[src/rtl/hex_display_scanner.sv]
// Time-multiplexes a hex value onto one digit slot at a time, with a
// double-buffered display register committed only at frame boundaries.
// Latency: outputs are registered and show the current slot one cycle later.
// Backpressure: none; loads are accepted every cycle, and the last load before a commit wins.
module hex_display_scanner #(
  parameter int NUM_DIGITS        = 8,
  parameter int REFRESH_DIV       = 50000,
  parameter int ENABLE_ACTIVE_LOW = 1
) (
  input  logic                      clk,
  input  logic                      rst,
  input  logic                      load,
  input  logic [4*NUM_DIGITS-1:0]   value,
  input  logic                      blank_leading,
  output logic [3:0]                nibble,
  output logic [NUM_DIGITS-1:0]     digit_en,
  output logic                      blank,
  output logic                      update_pending,
  output logic                      frame_done
);

  localparam int DW = (REFRESH_DIV > 1) ? $clog2(REFRESH_DIV) : 1;
  localparam int IW = $clog2(NUM_DIGITS);
  localparam int VW = 4 * NUM_DIGITS;
  localparam logic [DW-1:0] DIV_MAX = DW'(REFRESH_DIV - 1);
  localparam logic [IW-1:0] IDX_MAX = IW'(NUM_DIGITS - 1);
  // Pattern that lights nothing at the configured polarity.
  localparam logic [NUM_DIGITS-1:0] EN_IDLE = (ENABLE_ACTIVE_LOW != 0) ? '1 : '0;

  logic [DW-1:0]         div_cnt;
  logic [IW-1:0]         digit_idx;
  logic [VW-1:0]         shadow_reg;
  logic [VW-1:0]         disp_reg;
  logic                  pending;

  logic                  tick;
  logic                  frame_end;
  logic [NUM_DIGITS:0]   zero_from;
  logic [VW-1:0]         disp_shifted;
  logic [3:0]            slot_nibble;
  logic                  slot_blank;
  logic [NUM_DIGITS-1:0] en_active;
  logic [NUM_DIGITS-1:0] en_next;

  assign tick      = (div_cnt == DIV_MAX);
  assign frame_end = tick && (digit_idx == IDX_MAX);

  // Dwell counter and scan position; the slot advances once per dwell period.
  always_ff @(posedge clk) begin
    if (rst) begin
      div_cnt   <= '0;
      digit_idx <= '0;
    end else if (tick) begin
      div_cnt   <= '0;
      digit_idx <= (digit_idx == IDX_MAX) ? '0 : digit_idx + 1'b1;
    end else begin
      div_cnt   <= div_cnt + 1'b1;
    end
  end

  // Double buffer: loads land in the shadow and move to the display only at a
  // frame boundary; a load on the boundary itself goes straight to the display.
  always_ff @(posedge clk) begin
    if (rst) begin
      shadow_reg <= '0;
      disp_reg   <= '0;
      pending    <= 1'b0;
    end else if (frame_end) begin
      if (load) begin
        shadow_reg <= value;
        disp_reg   <= value;
      end else if (pending) begin
        disp_reg   <= shadow_reg;
      end
      pending <= 1'b0;
    end else if (load) begin
      shadow_reg <= value;
      pending    <= 1'b1;
    end
  end

  // Slot decode: zero_from[i] is set when nibbles i and above are all zero,
  // which is what makes digit i a leading zero.
  always_comb begin
    zero_from             = '0;
    zero_from[NUM_DIGITS] = 1'b1;
    for (int i = NUM_DIGITS - 1; i >= 0; i--) begin
      zero_from[i] = zero_from[i+1] && (disp_reg[4*i +: 4] == 4'h0);
    end
    disp_shifted = disp_reg >> (4 * int'(digit_idx));
    slot_nibble  = disp_shifted[3:0];
    slot_blank   = blank_leading && (digit_idx != '0) && zero_from[digit_idx];
    en_active    = slot_blank ? '0 : (NUM_DIGITS'(1) << digit_idx);
    en_next      = (ENABLE_ACTIVE_LOW != 0) ? ~en_active : en_active;
  end

  // Registered outputs: the slot decode and the boundary flag are each delayed one cycle.
  always_ff @(posedge clk) begin
    if (rst) begin
      nibble         <= 4'h0;
      digit_en       <= EN_IDLE;
      blank          <= 1'b1;
      update_pending <= 1'b0;
      frame_done     <= 1'b0;
    end else begin
      nibble         <= slot_nibble;
      digit_en       <= en_next;
      blank          <= slot_blank;
      update_pending <= pending;
      frame_done     <= frame_end;
    end
  end

endmodule

[config.mk]
export PLATFORM = sky130hd
export DESIGN_NAME = hex_display_scanner
export DESIGN_NICKNAME = d
export VERILOG_FILES = /design/src/rtl/hex_display_scanner.sv
export SDC_FILE = /design/constraint.sdc
export NUM_CORES = 1
export LEC_CHECK = 0
export ABC_AREA = 0
export BUFFER_PORTS_ARGS = -buffer_cell sky130_fd_sc_hd__clkbuf_2
export CAP_MARGIN = 25
export CORE_ASPECT_RATIO = 0.7
export CORE_MARGIN = 2
export CORE_UTILIZATION = 50
export DETAILED_ROUTE_END_ITERATION = 8
export PLACE_DENSITY_LB_ADDON = 0.15
export SYNTH_ARGS = -nofsm -noshare
export SYNTH_HDL_FRONTEND = slang
export SYNTH_SLANG_ARGS = --single-unit
[constraint.sdc]
create_clock -name clk -period 4.5 [get_ports clk]
set_input_delay 0.675 -clock clk [delete_from_list [all_inputs] [get_ports clk]]
set_output_delay 0.675 -clock clk [all_outputs]
set_load 0.01 [all_outputs]
==> metrics.cfg <==
[pwr]
vdd_drop_max_mv = 0.2981
power.total_uw = 1737
leakage_uw = 0.001786
powerDensity_nw_per_um2 = 372.6

[floorplanning]
die_w_um = 112.0
core_area_sq_um = 7905
die_h_um = 79.58
rows = 27
initial_core_util = 0.5161
die-area_sq_um = 8911
io_pins = 51

[placed_design]
gp_congestion = 0.8839
portBuffers = 50
hpwl_um = 6045

[setup_path]
start_kind = flop
cp.arrival_ns = 2.92
end_kind = flop
worst-r2r-cell-count = 8
critPathMaxFanout = 40
critPathKind = reg -> reg
crit_required_ns = 4.71

[global_route]
grt_max_degree = 55
grt_use_total = 0.2083
overflow = 0
antenna_found_initial = 0
grt_pass1_vias = 2805
grt_pass1_wl_um = 14480

[sta]
finalHoldWorstSlack_ns = 0.4732
setup_violations = 0
period_needed_ns = 2.707
maxSlewViolCount = 0
fin_crit_sh = 0.6016
tns_ns = 0
max_freq_ghz = 0.3694
hold_viol_final = 0
relSlewSlack = 0.5656
max_slew.worst_pin.slew_ns = 0.6457
rsz0062_at_grt = false
fin_skew_ns = 0.005005

[drt]
wl_per_cell_um = 16.12
ant_nets = 0
wirelength_um = 8622
vias_per_cell = 5.632
vias = 3013
drc = 0
first_iter_violations = 155
firstDrtPassIters = 4

[clock_tree]
clk_latency_ns = 0.34
cts_resized = 0
cts.sinks = 99
htree_levels = 3
clk_pin_slew_ns = 0.06
numCtsBuffers = 9
cts_hold_buf = 0
cts_tree = built
postCtsSetupBuffers = 0
cts_buffer_depth = 2
root_buffer = clkbuf_16

[yosys]
synth_seq_cells = 99
syn_area_per_cell_sq_um = 10.41
synth_cells = 392
synth_area_sq_um = 4080
synth_nets = 435
yosysSeqAreaShare = 0.4857
synth_warnings = 0
synth_cell_type_count = 40

[layout]
nFillCells = 699
syn2layout_area_growth_pct = 14.26
layout_common_cells = dfxtp_1 (99), nor2_1 (57), clkbuf_2 (49)
drive_above_1_share = 0.2373
mostFrequentLayoutCell = dfxtp_1
nets = 474
diodes = 0

[worst_hold_path]
hold_class = reg -> reg
min_path_cells = 2

[job]
maxCapViolCount = 0

[status]
outcome = completed

[through the flow]
step                      area (sq um)    util  std cells  setup WS (ns)
final                             4662  0.5897        535          1.793
after detailed placement          4332  0.5480        519          1.327
after floorplan                   4080       -        392          2.613
after CTS                         4614  0.5837        533          1.340
after global routing              4662  0.5897        535          1.661
after global placement            4332  0.5480        519          1.481
[worst max-delay path: stages, from the launching register on]
cell and delay, ns:
dfxtp_1 0.39, ha_1 0.20, nand3_1 0.30, nor4_4 0.35
buf_4 0.40, and2_1 0.38, buf_16 0.20, buf_4 0.24
a211oi_2 0.09
[cells in the mapped netlist (all sizes together)]
master,n,area [sq um]
a211o,1,8.760
a211oi,34,355.3
a21oi,38,190.2
a41oi,1,8.760
and2,1,6.260
and4,3,26.28
buf,19,130.1
clkbuf,11,42.54
dfxtp,99,1982
ha,7,87.58
inv,4,15.01
mux2i,34,340.3
mux4,8,180.2
nand2,15,56.30
nand2b,1,6.260
nand3,8,40.04
nand4,7,43.79
nor2,57,214.0
nor2b,4,25.02
nor3,3,15.01
nor4,8,65.06
o2111ai,1,8.760
o211ai,2,15.01
o21a,1,7.510
o21ai,3,15.01
o21bai,1,7.510
o31ai,1,7.510
o41ai,1,8.760
or2,1,6.260
or4,2,15.01
or4b,1,13.76
or4bb,2,22.52
xnor2,7,61.31
xor2,6,52.55
[report_power, final]
part,switching (uW),leakage (uW),internal (uW),total [uW]
Clock,307,0.000141,438,744
Combinational,52.7,0.000839,35.1,87.8
Sequential,7.52,0.000806,897,905
Total,367,0.00179,1370,1740
[layout make-up]
type	count	area, sq um	area share
inverters	4	15.01	0.003221
multi-input cells	259	1913	0.4104
repair buffers	58	342.8	0.07354
well taps	101	126.4	0.02711
clock inverters	3	40.04	0.008588
clock buffers	11	242.7	0.05207
flip-flops and latches	99	1982	0.4251
[routing by layer]
| layer | part of all wire | wire, um | track usage | up-vias |
|---|---|---|---|---|
| li1 | - | - | - | 1487 |
| met3 | 0.087 | 751 | 0.07062 | 10 |
| met2 | 0.38 | 3317 | 0.2794 | 104 |
| met5 | 0 | 0 | 0 | - |
| met4 | 0.011 | 99 | 0.06341 | 0 |
| met1 | 0.52 | 4454 | 0.3123 | 1412 |
[cells by family after synthesis]
kind of cell             Yosys count  synth area share
AND/OR/NAND/NOR                  113            0.1362
flip-flops                        99            0.4857
AO/OA/AOI/OAI                     84            0.1552
multiplexers                      42            0.1276
buffers and inverters             34           0.04599
XOR/XNOR                          13           0.02791
adder cells (fa/ha/maj)            7           0.02146
[path summary, 6_finish.rpt]
path | startpoint | end | slack, ns
hold reg to reg | div_cnt[15] | div_cnt[15] | 0.47
setup / recovery | div_cnt[0] | disp_reg[15] | 1.79
setup reg to reg | div_cnt[0] | disp_reg[15] | 1.79
hold / removal | div_cnt[15] | div_cnt[15] | 0.47
Power figures use the tool's default switching activity.
